--- src/rtl/uart_result_tx_if.sv ---
// Byte handshake and serial/status signals between the result core and the TXD transmitter.
interface uart_result_tx_if;
    logic [7:0] DATA_IN;
    logic       DATA_VALID;
    logic       DATA_READY;
    logic       TXD;
    logic       TX_BUSY;
    logic [4:0] FIFO_LEVEL;

    modport master (
        output DATA_IN, DATA_VALID,
        input  DATA_READY, TXD, TX_BUSY, FIFO_LEVEL
    );

    modport slave (
        input  DATA_IN, DATA_VALID,
        output DATA_READY, TXD, TX_BUSY, FIFO_LEVEL
    );
endinterface

--- src/rtl/uart_result_tx.sv ---
// UART transmitter returning result/status bytes to the host through a small byte FIFO, LSB first.
// Define UART_TX_PARITY_EN to insert an even-parity bit (8E1); otherwise frames are 8N1.
module uart_result_tx #(
    parameter int unsigned CLKS_PER_BIT = 87,
    parameter int unsigned FIFO_DEPTH   = 4
) (
    input logic            CLK,
    input logic            RESET,
    uart_result_tx_if.slave bus
);
    localparam int unsigned PTR_W = $clog2(FIFO_DEPTH);
    localparam int unsigned CNT_W = $clog2(CLKS_PER_BIT);
    localparam int unsigned LVL_W = 5;

`ifdef UART_TX_PARITY_EN
    typedef enum logic [2:0] {IDLE, START, DATA, PARITY, STOP} state_t;
`else
    typedef enum logic [1:0] {IDLE, START, DATA, STOP} state_t;
`endif

    logic [7:0]       mem [FIFO_DEPTH];
    logic [PTR_W-1:0] wr_ptr;
    logic [PTR_W-1:0] rd_ptr;
    logic [LVL_W-1:0] level;
    state_t           state;
    logic [CNT_W-1:0] baud_cnt;
    logic [2:0]       bit_idx;
    logic [7:0]       shift;
    logic             txd;
`ifdef UART_TX_PARITY_EN
    logic             parity;
`endif

    logic ready;
    logic push;
    logic pop;
    logic bit_end;

    assign ready   = (level != LVL_W'(FIFO_DEPTH));
    assign push    = bus.DATA_VALID && ready;
    assign bit_end = (baud_cnt == CNT_W'(CLKS_PER_BIT - 1));
    // A byte leaves the FIFO when idle, or at the end of a stop bit for back-to-back frames.
    assign pop     = (level != '0) && ((state == IDLE) || ((state == STOP) && bit_end));

    assign bus.DATA_READY = ready;
    assign bus.TXD        = txd;
    assign bus.TX_BUSY    = (state != IDLE) || (level != '0);
    assign bus.FIFO_LEVEL = level;

    always_ff @(posedge CLK) begin
        if (RESET) begin
            wr_ptr <= '0;
            rd_ptr <= '0;
            level  <= '0;
        end else begin
            if (push) wr_ptr <= wr_ptr + PTR_W'(1);
            if (pop)  rd_ptr <= rd_ptr + PTR_W'(1);
            if (push && !pop)      level <= level + LVL_W'(1);
            else if (!push && pop) level <= level - LVL_W'(1);
        end
    end

    // Storage carries no reset; occupancy is tracked by the pointers and level.
    always_ff @(posedge CLK) begin
        if (push) mem[wr_ptr] <= bus.DATA_IN;
    end

    always_ff @(posedge CLK) begin
        if (RESET) begin
            state    <= IDLE;
            txd      <= 1'b1;
            baud_cnt <= '0;
            bit_idx  <= '0;
            shift    <= '0;
`ifdef UART_TX_PARITY_EN
            parity   <= 1'b0;
`endif
        end else begin
            if (state == IDLE || bit_end) baud_cnt <= '0;
            else                          baud_cnt <= baud_cnt + CNT_W'(1);

            case (state)
                IDLE: begin
                    txd <= 1'b1;
                    if (pop) begin
                        shift <= mem[rd_ptr];
`ifdef UART_TX_PARITY_EN
                        parity <= ^mem[rd_ptr];
`endif
                        txd   <= 1'b0;
                        state <= START;
                    end
                end
                START: begin
                    if (bit_end) begin
                        txd     <= shift[0];
                        bit_idx <= '0;
                        state   <= DATA;
                    end
                end
                DATA: begin
                    if (bit_end) begin
                        if (bit_idx == 3'd7) begin
`ifdef UART_TX_PARITY_EN
                            txd   <= parity;
                            state <= PARITY;
`else
                            txd   <= 1'b1;
                            state <= STOP;
`endif
                        end else begin
                            txd     <= shift[1];
                            shift   <= shift >> 1;
                            bit_idx <= bit_idx + 3'd1;
                        end
                    end
                end
`ifdef UART_TX_PARITY_EN
                PARITY: begin
                    if (bit_end) begin
                        txd   <= 1'b1;
                        state <= STOP;
                    end
                end
`endif
                STOP: begin
                    if (bit_end) begin
                        if (pop) begin
                            shift <= mem[rd_ptr];
`ifdef UART_TX_PARITY_EN
                            parity <= ^mem[rd_ptr];
`endif
                            txd   <= 1'b0;
                            state <= START;
                        end else begin
                            txd   <= 1'b1;
                            state <= IDLE;
                        end
                    end
                end
                default: begin
                    txd   <= 1'b1;
                    state <= IDLE;
                end
            endcase
        end
    end
endmodule

--- src/flat_wrapper.sv ---
// flat-port wrapper written by rule: the top's interface ports become plain ports
module uart_result_tx_flat 
#(
    parameter int unsigned CLKS_PER_BIT = 87,
    parameter int unsigned FIFO_DEPTH   = 4
)
  (CLK, RESET, bus_DATA_IN, bus_DATA_VALID, bus_DATA_READY, bus_TXD, bus_TX_BUSY, bus_FIFO_LEVEL);
  uart_result_tx_if bus_i ();
  input logic CLK;
  input logic RESET;
  input wire logic [$bits(bus_i.DATA_IN)-1:0] bus_DATA_IN;
  input wire logic [$bits(bus_i.DATA_VALID)-1:0] bus_DATA_VALID;
  output wire logic [$bits(bus_i.DATA_READY)-1:0] bus_DATA_READY;
  output wire logic [$bits(bus_i.TXD)-1:0] bus_TXD;
  output wire logic [$bits(bus_i.TX_BUSY)-1:0] bus_TX_BUSY;
  output wire logic [$bits(bus_i.FIFO_LEVEL)-1:0] bus_FIFO_LEVEL;
  assign bus_i.DATA_IN = bus_DATA_IN;
  assign bus_i.DATA_VALID = bus_DATA_VALID;
  assign bus_DATA_READY = bus_i.DATA_READY;
  assign bus_TXD = bus_i.TXD;
  assign bus_TX_BUSY = bus_i.TX_BUSY;
  assign bus_FIFO_LEVEL = bus_i.FIFO_LEVEL;
  uart_result_tx #(.CLKS_PER_BIT(CLKS_PER_BIT), .FIFO_DEPTH(FIFO_DEPTH)) u_core (.CLK(CLK), .RESET(RESET), .bus(bus_i));
endmodule
--- config.mk ---
export PLATFORM = sky130hd
export DESIGN_NAME = uart_result_tx_flat
export DESIGN_NICKNAME = d
export VERILOG_FILES = /design/src/rtl/uart_result_tx_if.sv /design/src/rtl/uart_result_tx.sv /design/src/flat_wrapper.sv
export SDC_FILE = /design/constraint.sdc
export NUM_CORES = 1
export LEC_CHECK = 0
export ABC_CLOCK_PERIOD_IN_PS = 3050
export BUFFER_PORTS_ARGS = -buffer_cell sky130_fd_sc_hd__clkbuf_2
export CAP_MARGIN = 5
export CORE_UTILIZATION = 54
export CTS_BUF_LIST = sky130_fd_sc_hd__clkbuf_4 sky130_fd_sc_hd__clkbuf_8 sky130_fd_sc_hd__clkbuf_16
export DETAILED_ROUTE_END_ITERATION = 10
export PLACE_DENSITY = 0.75
export SETUP_SLACK_MARGIN = 0.05
export SLEW_MARGIN = 10
export SYNTH_ARGS = -nofsm -noshare
export SYNTH_HDL_FRONTEND = slang
export SYNTH_SLANG_ARGS = --single-unit
export TNS_END_PERCENT = 1
--- constraint.sdc ---
create_clock -name CLK -period 3.05 [get_ports CLK]
set_input_delay 0.305 -clock CLK [delete_from_list [all_inputs] [get_ports CLK]]
set_output_delay 0.305 -clock CLK [all_outputs]
set_load 0.1 [all_outputs]
**Word-level counts from Yosys, hierarchy flattened**

Memories as Yosys holds them, arrays and structs flattened. A register that Yosys moved wholly into a read port is not among the register bits.
Index checks and enable logic that the tools add are counted.

- Memory bits (writable): 32
- Memories: 1
- Bits in registers: 30

- Reductions and logical operators: 21
- Add/sub/neg operators: 6
- Mux-type cells: 28
- Equal/unequal tests: 12

Memories:

| memory | words | width | rd ports | clocked after memory_dff | wr ports | RTL line | source |
|---|---|---|---|---|---|---|---|
| u_core.mem | 4 | 8 | 1 | 1 | 1 | uart_result_tx.sv:21 | `logic [7:0] mem [FIFO_DEPTH];` |

Operator list:

| operator | number |
|---|---|
| 8-bit 2-to-1 mux | 4 |
| 8-bit one-hot mux with 3 select lines | 1 |
| 2-bit 2-to-1 mux | 7 |
| 5-bit 2-to-1 mux | 2 |
| 2-bit by 1-bit inequality test with 1-bit output, second input constant | 5 |
| 3-bit 2-to-1 mux | 3 |
| 1-bit 2-to-1 mux | 8 |
| 2-bit one-hot mux with 4 select lines | 1 |
| 4-bit AND reduction | 2 |
| 7-bit by 1-bit adder with 7-bit output, second input constant | 1 |
| 7-bit equality test, second input constant | 1 |
| 3-bit one-hot mux with 2 select lines | 1 |
| 2-bit nonzero test | 3 |
| 5-bit by 1-bit adder with 5-bit output, second input constant | 1 |
| 1-bit logical AND | 5 |
| 5-bit by 3-bit inequality test with 1-bit output, second input constant | 1 |
| 5-bit AND reduction | 1 |
| 5-bit nonzero test | 1 |
| 5-bit by 1-bit subtractor with 5-bit output, second input constant | 1 |
| 2-bit by 1-bit adder with 2-bit output, second input constant | 2 |
| 2-bit equality test, second input constant | 2 |
| 1-bit one-hot mux with 4 select lines | 1 |
| 3-bit by 1-bit adder with 3-bit output, second input constant | 1 |
| 3-bit equality test, second input constant | 1 |
| 8 further kinds | 11 |

**Logic depth before layout (Yosys ltp)**

Gate-level depths: netlist of run 1.

- Depth after elaboration: 7
- Gate-level depth with buffers: 14

**Least setup slack after synthesis of run 1**

No wires, ideal clock.

- Kind: register to register
- From: register u_core.level[2] (netlist: u_core.bus.FIFO_LEVEL[2])
- To: register u_core.level[4] (netlist: u_core.bus.FIFO_LEVEL[4])
- Library setup time: 121 ps
- Path slack: -932 ps
- Period minus slack after synthesis: 3982 ps
- Stages on the path, launching flop included: 10
- Arrival: 3861 ps
- Path through: dfxtp_1 -> nand2_1 -> and2_1 -> ha_1 -> inv_1 -> ha_1 -> a21o_1 -> a21oi_1 -> mux2i_1 -> mux2_2

- Word-level cells in the longest chain between the ends: 5
- Elaborated cells on any way between the ends: 13

Ends and longest elaborated chain:

| item | RTL line | source |
|---|---|---|
| start: declaration | uart_result_tx.sv:24 | `logic [LVL_W-1:0] level;` |
| start signal: assignment | uart_result_tx.sv:58 | `if (push && !pop) level <= level + LVL_W'(1);` |
| start signal: assignment | uart_result_tx.sv:59 | `else if (!push && pop) level <= level - LVL_W'(1);` |
| 5-bit by 3-bit inequality test with 1-bit output * | uart_result_tx.sv:39 | `assign ready = (level != LVL_W'(FIFO_DEPTH));` |
| net bus_DATA_READY | flat_wrapper.sv:13 | `output wire logic [$bits(bus_i.DATA_READY)-1:0] bus_DATA_READY;` |
| 1-bit logical AND * | uart_result_tx.sv:40 | `assign push = bus.DATA_VALID && ready;` |
| net u_core.push | uart_result_tx.sv:35 | `logic push;` |
| 1-bit logical NOT | uart_result_tx.sv:59 |  |
| 1-bit logical AND | uart_result_tx.sv:59 |  |
| 2-bit nonzero test (no source line) | -- |  |

The timed path passes the listed nets; every way through them passes the cells marked *. The select of a mux whose other input is x is not followed.
A chain may end at the register's enable or synchronous reset.

**Final worst setup path of run 1**

- From: register u_core.baud_cnt[0]
- To: register u_core.level[4] (netlist: u_core.bus.FIFO_LEVEL[4])

- Word-level cells in the longest chain between the ends: 7
- Elaborated cells on any way between the ends: 9

Ends and longest elaborated chain:

| item | RTL line | source |
|---|---|---|
| start: declaration | uart_result_tx.sv:26 | `logic [CNT_W-1:0] baud_cnt;` |
| start signal: assignment | uart_result_tx.sv:80 | `else baud_cnt <= baud_cnt + CNT_W'(1);` |
| 7-bit equality test * | uart_result_tx.sv:41 | `assign bit_end = (baud_cnt == CNT_W'(CLKS_PER_BIT - 1));` |
| 1-bit logical AND * | uart_result_tx.sv:43 | `assign pop = (level != '0) && ((state == IDLE) \|\| ((state == STOP) && bit_end));` |
| 1-bit logical OR * | uart_result_tx.sv:43 |  |
| 1-bit logical AND * | uart_result_tx.sv:43 |  |
| 1-bit logical NOT | uart_result_tx.sv:58 |  |
| 1-bit logical AND | uart_result_tx.sv:58 |  |
| 5-bit 2-to-1 mux / 2-bit nonzero test (equally long branches) | -- |  |

Mark *: on every way between the ends. The rest lies on a longest branch, timed or not.

==> key figures, run 1 <==
Outcome
  • Status: finished clean

Pwr
  • Power Density: 1020 nW/um2
  • Leakage dissipation: 1.33 nW
  • VDD IR-drop max: 0.000990 V

Global route
  • Tot GR Track Use: 0.200
  • Largest net degree at the start of global routing: 35
  • Initial antenna violation count: 0
  • First-pass GRT wire length: 8940 um
  • Grt ovf: 0
  • Via count of the first global-routing pass: 1,885

Detailed routing
  • Routed Antenna Nets: 0
  • Drt pass-1 iters: 4
  • Wire per inst: 14.5 um
  • DRC viols: 0
  • Via count: 1,870
  • Vias/cell: 5.30
  • Final WL: 5130 um
  • Initial drt markers: 124

Floorplanning
  • FP Rows: 26
  • Die Y-Extent: 76.1 um
  • Die ar.: 5780 um2
  • Initial Utilization: 0.569
  • Die W: 76.1 um
  • # IOs: 19
  • CORE AREA: 5200 um2

Place
  • IO Port Bufs: 18
  • Instance area at placement: 3150 um2
  • Inst Count DP: 336
  • Final HPWL DP: 3500 um
  • Placer congestion estimate: 0.853
  • Dpl ws: 0.128 ns

Clock network
  • CTS Buffer Depth: 2
  • Hold buffer count at cts: 0
  • Clock-pin slew on the worst setup and hold paths: 0.07 ns
  • Total CTS buffers: 9
  • TritonCTS clock tree: built
  • Clk_lat worst skew: 0.33 ns
  • Clock root buffer: clkbuf_8
  • CTS Sinks: 64
  • H-tree Lvls: 3

STA
  • Rel. slew slack: 0.557
  • Tcrit/Tclk final: 0.931
  • Final setup violating endpoints: 0
  • Setup TNS: 0 ns
  • RSZ-0062 raised after global routing: false
  • Final setup margin: 0.212 ns
  • Max Transition Viols Final: 0
  • Final Critical Period: 2.84 ns
  • F_max: 0.352 GHz
  • Worst Skew: 0.00796 ns
  • Final Hold Viols: 0
  • Slew @ Worst Pin: 0.664 ns

Worst setup path
  • Critical Path, Cell by Cell: inv_1 -> ha_1 -> and4b_2 -> a21oi_2 -> or3_1 -> ha_2 -> inv_2 -> ha_1 -> a21o_1 -> a21oi_1 -> mux2i_1 -> mux2_2
  • Crit path top cell by count: ha_1
  • Worst-path maximum fanout: 4
  • CP max stage cell: or3_1
  • CP Capture Type: register
  • Data arrival time of the critical path: 3.07 ns
  • Largest stage delay, worst path: 0.38 ns
  • Worst path required time: 3.28 ns
  • Setup CP Type: register to register
  • Startpoint types: register

Layout
  • Layout Area Growth over Synthesis: 15.0%
  • Core Util, Final: 0.654
  • Fillers: 398
  • Fin area: 3410 um2
  • Non-Filler Instances: 353
  • Share of cells above drive strength 1: 0.237
  • Final net count: 308
  • ANT cells: 0

Logic synthesis
  • Mean Syn Cell Area: 11.6 um2
  • Post-synthesis instance area: 2960 um2
  • Number of library cell types mapped by synthesis: 41
  • Post-synthesis cell count: 255
  • Syn Nets: 285
  • YS warnings: 0
  • #FFs+latches synth: 64
  • Seq/Total Area, Yosys: 0.541

Min path
  • Worst min-delay path class: input pin to register

Job
  • Number of max-cap violations: 0
==> synthesized netlist by cell type <==
library cell | n | share of area
dfxtp_1 | 32 | 0.22
edfxtp_1 | 32 | 0.32
nor2_1 | 27 | 0.034
nand2_1 | 23 | 0.029
a21oi_1 | 18 | 0.030
ha_1 | 18 | 0.076
inv_1 | 11 | 0.014
nor2b_1 | 9 | 0.019
o21ai_0 | 9 | 0.015
clkbuf_1 | 8 | 0.010
mux2_2 | 8 | 0.030
mux4_2 | 8 | 0.061
xnor2_1 | 6 | 0.018
and3_1 | 5 | 0.011
or3_1 | 4 | 0.0084
xor2_1 | 4 | 0.012
and2_1 | 3 | 0.0063
mux2i_1 | 3 | 0.010
nand3_1 | 3 | 0.0051
a21o_1 | 2 | 0.0051
a31oi_1 | 2 | 0.0042
a21oi_2 | 1 | 0.0030
a21oi_4 | 1 | 0.0055
a221oi_1 | 1 | 0.0030
a311oi_1 | 1 | 0.0030
a32oi_1 | 1 | 0.0030
and2b_2 | 1 | 0.0030
and4b_2 | 1 | 0.0038
buf_2 | 1 | 0.0017
buf_6 | 1 | 0.0038
clkinv_1 | 1 | 0.0013
fa_1 | 1 | 0.0068
nor3_1 | 1 | 0.0017
nor3b_1 | 1 | 0.0025
nor4_1 | 1 | 0.0021
o211ai_1 | 1 | 0.0025
o31a_1 | 1 | 0.0030
o32ai_1 | 1 | 0.0030
or2_2 | 1 | 0.0021
or2b_1 | 1 | 0.0025
or4b_1 | 1 | 0.0034
==> timing repair <==
item / CTS / global route
setup endpoints to repair: 0 / 1
resized for setup: 0 / 2
setup buffers: 0 / 1
==> cell usage in the layout (no fill, tap or decap), types with 2 or more instances in the layout <==
| cell | Yosys | routed |
|---|---|---|
| and2_1 | 3 | 3 |
| ha_1 | 18 | 17 |
| or3_1 | 4 | 4 |
| a21o_1 | 2 | 2 |
| inv_1 | 11 | 10 |
| a21oi_1 | 18 | 18 |
| bufinv_16 | 0 | 3 |
| mux4_2 | 8 | 8 |
| xnor2_1 | 6 | 6 |
| nand3_1 | 3 | 3 |
| and3_1 | 5 | 5 |
| nor2_1 | 27 | 27 |
| dfxtp_1 | 32 | 27 |
| mux2i_1 | 3 | 3 |
| a31oi_1 | 2 | 2 |
| clkbuf_8 | 0 | 9 |
| dfxtp_4 | 0 | 4 |
| clkbuf_2 | 0 | 18 |
| clkinvlp_4 | 0 | 2 |
| clkinv_1 | 1 | 2 |
| nand2_1 | 23 | 22 |
| xor2_1 | 4 | 4 |
| o21ai_0 | 9 | 9 |
| mux2_2 | 8 | 8 |
| edfxtp_1 | 32 | 32 |
| nor2b_1 | 9 | 9 |
| buf_4 | 0 | 4 |
==> cell type report <==
| type | count | area (um2) | share of cell area |
|---|---|---|---|
| Tap cell | 70 | 87.6 | 0.0257 |
| Timing Repair Buffer | 22 | 120 | 0.0353 |
| Clock inverter | 7 | 118 | 0.0345 |
| Clock buffer | 9 | 124 | 0.0364 |
| Inverter | 12 | 45.0 | 0.0132 |
| Multi-Input combinational cell | 169 | 1290 | 0.380 |
| Sequential cell | 64 | 1620 | 0.475 |
==> sequential cells by signal, indices dropped and copies added, names as in the netlist, named ones only <==
| signal | count |
|---|---|
| u_core.bus.TXD | 1 |
| u_core.baud_cnt | 7 |
| u_core.rd_ptr | 2 |
| u_core.wr_ptr | 2 |
| u_core.bus.FIFO_LEVEL | 5 |
| u_core.bit_idx | 3 |
| u_core.shift | 8 |
| u_core.mem | 32 |
| u_core.state | 2 |
==> worst paths after layout <==
kind,end,cells after the start,startpoint,slack [ns]
setup / recovery,u_core.bus.FIFO_LEVEL[4],12,u_core.baud_cnt[0],0.21
hold / removal,u_core.mem[0][1],1,bus_DATA_IN[1],0.19
setup reg to reg,u_core.bus.FIFO_LEVEL[4],12,u_core.baud_cnt[0],0.21
hold reg to reg,u_core.baud_cnt[0],1,u_core.baud_cnt[0],0.47
==> where the power goes <==
part           leakage [nW]  total [mW]  switching, mW  internal [mW]
Combinational         0.655        1.40          0.857          0.547
Clock                 0.114       0.874          0.331          0.542
Sequential            0.558        1.20          0.123           1.07
==> critical path: cells and delay by family, from the launching register on <==
| kind | cells | cell delay (ns) |
|---|---|---|
| buffers and inverters | 2 | 0.14 |
| adders and majority gates | 3 | 0.59 |
| muxes | 2 | 0.56 |
| and+or+nand+nor | 2 | 0.65 |
| DFF | 1 | 0.33 |
| AOI/OAI and AO/OA | 3 | 0.45 |
==> kinds of logic (layout without fill, tap and decap cells) <==
group / count (synthesis) / count (layout) / share of synthesized area
compound gates: 39 / 39 / 0.0807
xor+xnor: 10 / 10 / 0.0296
fa+ha+maj: 19 / 19 / 0.0828
buf+inv: 22 / 50 / 0.0308
flops: 64 / 64 / 0.541
mux: 19 / 19 / 0.101
simple gates: 82 / 82 / 0.134
==> per-stage QoR <==
stage	total power, mW	hold slack (ns)
floorplan	2.34	0.404
global placement	2.57	0.449
detailed placement	2.60	0.459
CTS	3.48	0.178
global route	3.69	0.189
finish	3.47	0.189
==> metal layers <==
layer	vias to the layer above	wire [um]	GRT usage
met5	-	0	0
met4	0	81	0.0923
met3	7	178	0.0443
met2	25	2420	0.305
met1	887	2450	0.274
li1	951	-	-
Note: power is estimated with default switching activity, not from simulation.
==> run 2, diff against run 1 <==
--- a/config.mk
+++ b/config.mk
@@ -12,6 +12,7 @@
 export CTS_BUF_LIST = sky130_fd_sc_hd__clkbuf_4 sky130_fd_sc_hd__clkbuf_8 sky130_fd_sc_hd__clkbuf_16
 export DETAILED_ROUTE_END_ITERATION = 10
 export PLACE_DENSITY = 0.75
+export REMOVE_ABC_BUFFERS = 1
 export SETUP_SLACK_MARGIN = 0.05
 export SLEW_MARGIN = 10
 export SYNTH_ARGS = -nofsm -noshare
==> run 2 against run 1 <==
Net effect:
- global-route usage decreased by 1.4 points
- cell area decreased by 2.7%
- die area unchanged
- total power decreased by 7.1%
- sequential power about the same
- via count decreased by 0.11%
- first-iteration DRC count increased by 4.0%
- sequential share of layout area increased by 0.84 points
- non-clock buffer count decreased by 1
- core utilization decreased by 1.8 points
- maximum frequency increased by 0.54%
- largest cell class unchanged
==> key figures, run 2 (synthesized netlist as in run 1, its figures left out) <==
Global route
  • Via count of the first global-routing pass: 1,767 (-6.3%)
  • Largest net degree at the start of global routing: 35 (unchanged)
  • Tot GR Track Use: 0.186 (-0.0139)
  • Initial antenna violation count: 0 (unchanged)
  • First-pass GRT wire length: 8250 um (-7.8%)
  • Grt ovf: 0 (unchanged)

Worst setup path
  • Data arrival time of the critical path: 3.05 ns (-0.02 ns)
  • R2R Setup Slk: 0.23 ns (+0.02 ns)
  • Worst reg2reg path depth: 12 (unchanged)
  • Startpoint types: register
  • Crit path top cell by count: ha_1
  • Worst path required time: 3.28 ns (about the same)
  • Worst-path maximum fanout: 4 (unchanged)
  • Critical Path, Cell by Cell: inv_1 -> ha_1 -> and4b_2 -> a21oi_2 -> or3_1 -> ha_2 -> inv_2 -> ha_1 -> a21o_1 -> a21oi_1 -> mux2i_1 -> mux2_2
  • Crit Reg-Reg Startpoint: u_core.baud_cnt[0]
  • CP Capture Type: register
  • Setup CP Type: register to register
  • Largest stage delay, worst path: 0.38 ns (about the same)
  • Reg2reg end: u_core.bus.FIFO_LEVEL[4]
  • CP max stage cell: or3_1

Layout
  • Largest regs: u_core.mem x32, u_core.shift x8, u_core.baud_cnt x7
  • Highest-count cells in the layout ignoring fill and taps: dfxtp_1 (32), edfxtp_1 (32), nor2_1 (27)
  • Most flops, register: u_core.mem
  • Core Util, Final: 0.637 (-0.0178)
  • ANT cells: 0 (unchanged)
  • Layout Area Growth over Synthesis: 11.9%
  • Fillers: 415 (+4.3%)
  • Final net count: 307 (-0.32%)
  • Max reg flops: 32 (unchanged)
  • Non-Filler Instances: 352 (-0.28%)
  • Share of cells above drive strength 1: 0.209 (-0.0275)

Detailed routing
  • Initial drt markers: 129 (+4.0%)
  • DRC viols: 0 (unchanged)
  • Vias/cell: 5.31 (+0.18%)
  • Via count: 1,868 (-0.11%)
  • Drt pass-1 iters: 5 (+1)
  • Final WL: 4860 um (-5.2%)
  • Routed Antenna Nets: 0 (unchanged)
  • Wire per inst: 13.8 um (-5.0%)

Clock network
  • TritonCTS clock tree: built
  • CTS Sinks: 64 (unchanged)
  • CTS Buffer Depth: 2 (unchanged)
  • Clock-pin slew on the worst setup and hold paths: 0.08 ns (about the same)
  • Clock root buffer: clkbuf_8
  • Hold buffer count at cts: 0 (unchanged)
  • Total CTS buffers: 9 (unchanged)
  • Clk_lat worst skew: 0.34 ns (about the same)
  • H-tree Lvls: 3 (unchanged)

Floorplanning
  • Initial Utilization: 0.569 (unchanged)
  • CORE AREA: 5200 um2 (unchanged)
  • Die Y-Extent: 76.1 um (unchanged)
  • # IOs: 19 (unchanged)
  • Die ar.: 5780 um2 (unchanged)
  • Die W: 76.1 um (unchanged)
  • FP Rows: 26 (unchanged)

STA
  • Slew @ Worst Pin: 0.719 ns (+0.0548 ns)
  • Setup TNS: 0 ns (unchanged)
  • RSZ-0062 raised after global routing: false
  • Final Hold Viols: 0 (unchanged)
  • Rel. slew slack: 0.521 (-0.0365)
  • F_max: 0.354 GHz (+0.54%)
  • Max Transition Viols Final: 0 (unchanged)
  • Final Critical Period: 2.82 ns (-0.0152 ns)
  • Worst Skew: 0.00773 ns (-0.000228 ns)
  • Tcrit/Tclk final: 0.926 (-0.00498)
  • Final setup violating endpoints: 0 (unchanged)

Place
  • IO Port Bufs: 18 (unchanged)
  • Final HPWL DP: 3300 um (-5.7%)
  • Placer congestion estimate: 0.744 (-13%)
  • Inst Count DP: 335 (-0.30%)

Min path
  • Hold Crit Start: bus_DATA_IN[3]
  • Hold Path End: u_core.mem[0][3]
  • Hold Path Depth: 1 (unchanged)
  • Worst min-delay path class: input pin to register

Job
  • Number of max-cap violations: 0 (unchanged)

Pwr
  • VDD IR-drop max: 0.000766 V (-23%)
  • Leakage dissipation: 1.29 nW (-3.1%)
  • Tot Pwr: 3.23 mW (-7.1%)
  • Power Density: 974 nW/um2 (-4.5%)

Outcome
  • Status: finished clean
run 2: stage by stage:
stage / hold WS, ns / setup WS (ns) / area (um2)
after global routing: 0.176 / 0.0725 / 3310
final: 0.186 / 0.227 / 3310
after global placement: 0.449 / 0.209 / 3110
after CTS: 0.179 / 0.107 / 3300
after detailed placement: 0.463 / 0.135 / 3110
after floorplan: 0.374 / -0.932 / 2920
run 2: worst max-delay path by stage:
stage,cells after the start,to,startpoint
4_1_cts,12,u_core.bus.FIFO_LEVEL[4],u_core.baud_cnt[0]
2_1_floorplan,9,u_core.bus.FIFO_LEVEL[4],u_core.bus.FIFO_LEVEL[2]
3_3_place_gp,12,u_core.bus.FIFO_LEVEL[4],u_core.baud_cnt[0]
3_5_place_dp,12,u_core.bus.FIFO_LEVEL[4],u_core.baud_cnt[0]
6_report,12,u_core.bus.FIFO_LEVEL[4],u_core.baud_cnt[0]
5_1_grt,12,u_core.bus.FIFO_LEVEL[4],u_core.baud_cnt[0]
run 2: routing by layer:
metal / global-route usage / share of wire
met2: 0.287 / 0.46
met1: 0.247 / 0.50
met5: 0 / 0
met3: 0.0563 / 0.028
met4: 0.0750 / 0.014
run 2: area by class of cell:
cell class,count,area [um2],share of cell area
well taps,70,87.6,0.0264
repair buffers,21,113,0.0340
flip-flops and latches,64,1600,0.483
clock inverters,7,71.3,0.0215
clock buffers,9,124,0.0374
inverters,12,45.0,0.0136
multi-input cells,169,1270,0.384
run 2: timing repair:
item,CTS,global route
setup buffers,0,1
gates resized for setup,0,2
endpoints found under the setup margin,0,1
run 2: critical path, delay by kind of cell (launching register included):
kind	cells	cell delay (ns)
multiplexers	2	0.55
AND/OR/NAND/NOR	2	0.65
adder cells (fa/ha/maj)	3	0.62
buffers and inverters	2	0.14
flip-flops	1	0.34
AO/OA/AOI/OAI	3	0.43
run 2: report_power, final:
group / switching, mW / internal (mW) / total, mW / leakage (nW)
Combinational: 0.821 / 0.521 / 1.34 / 0.637
Sequential: 0.110 / 1.06 / 1.17 / 0.555
Clock: 0.337 / 0.377 / 0.714 / 0.0933
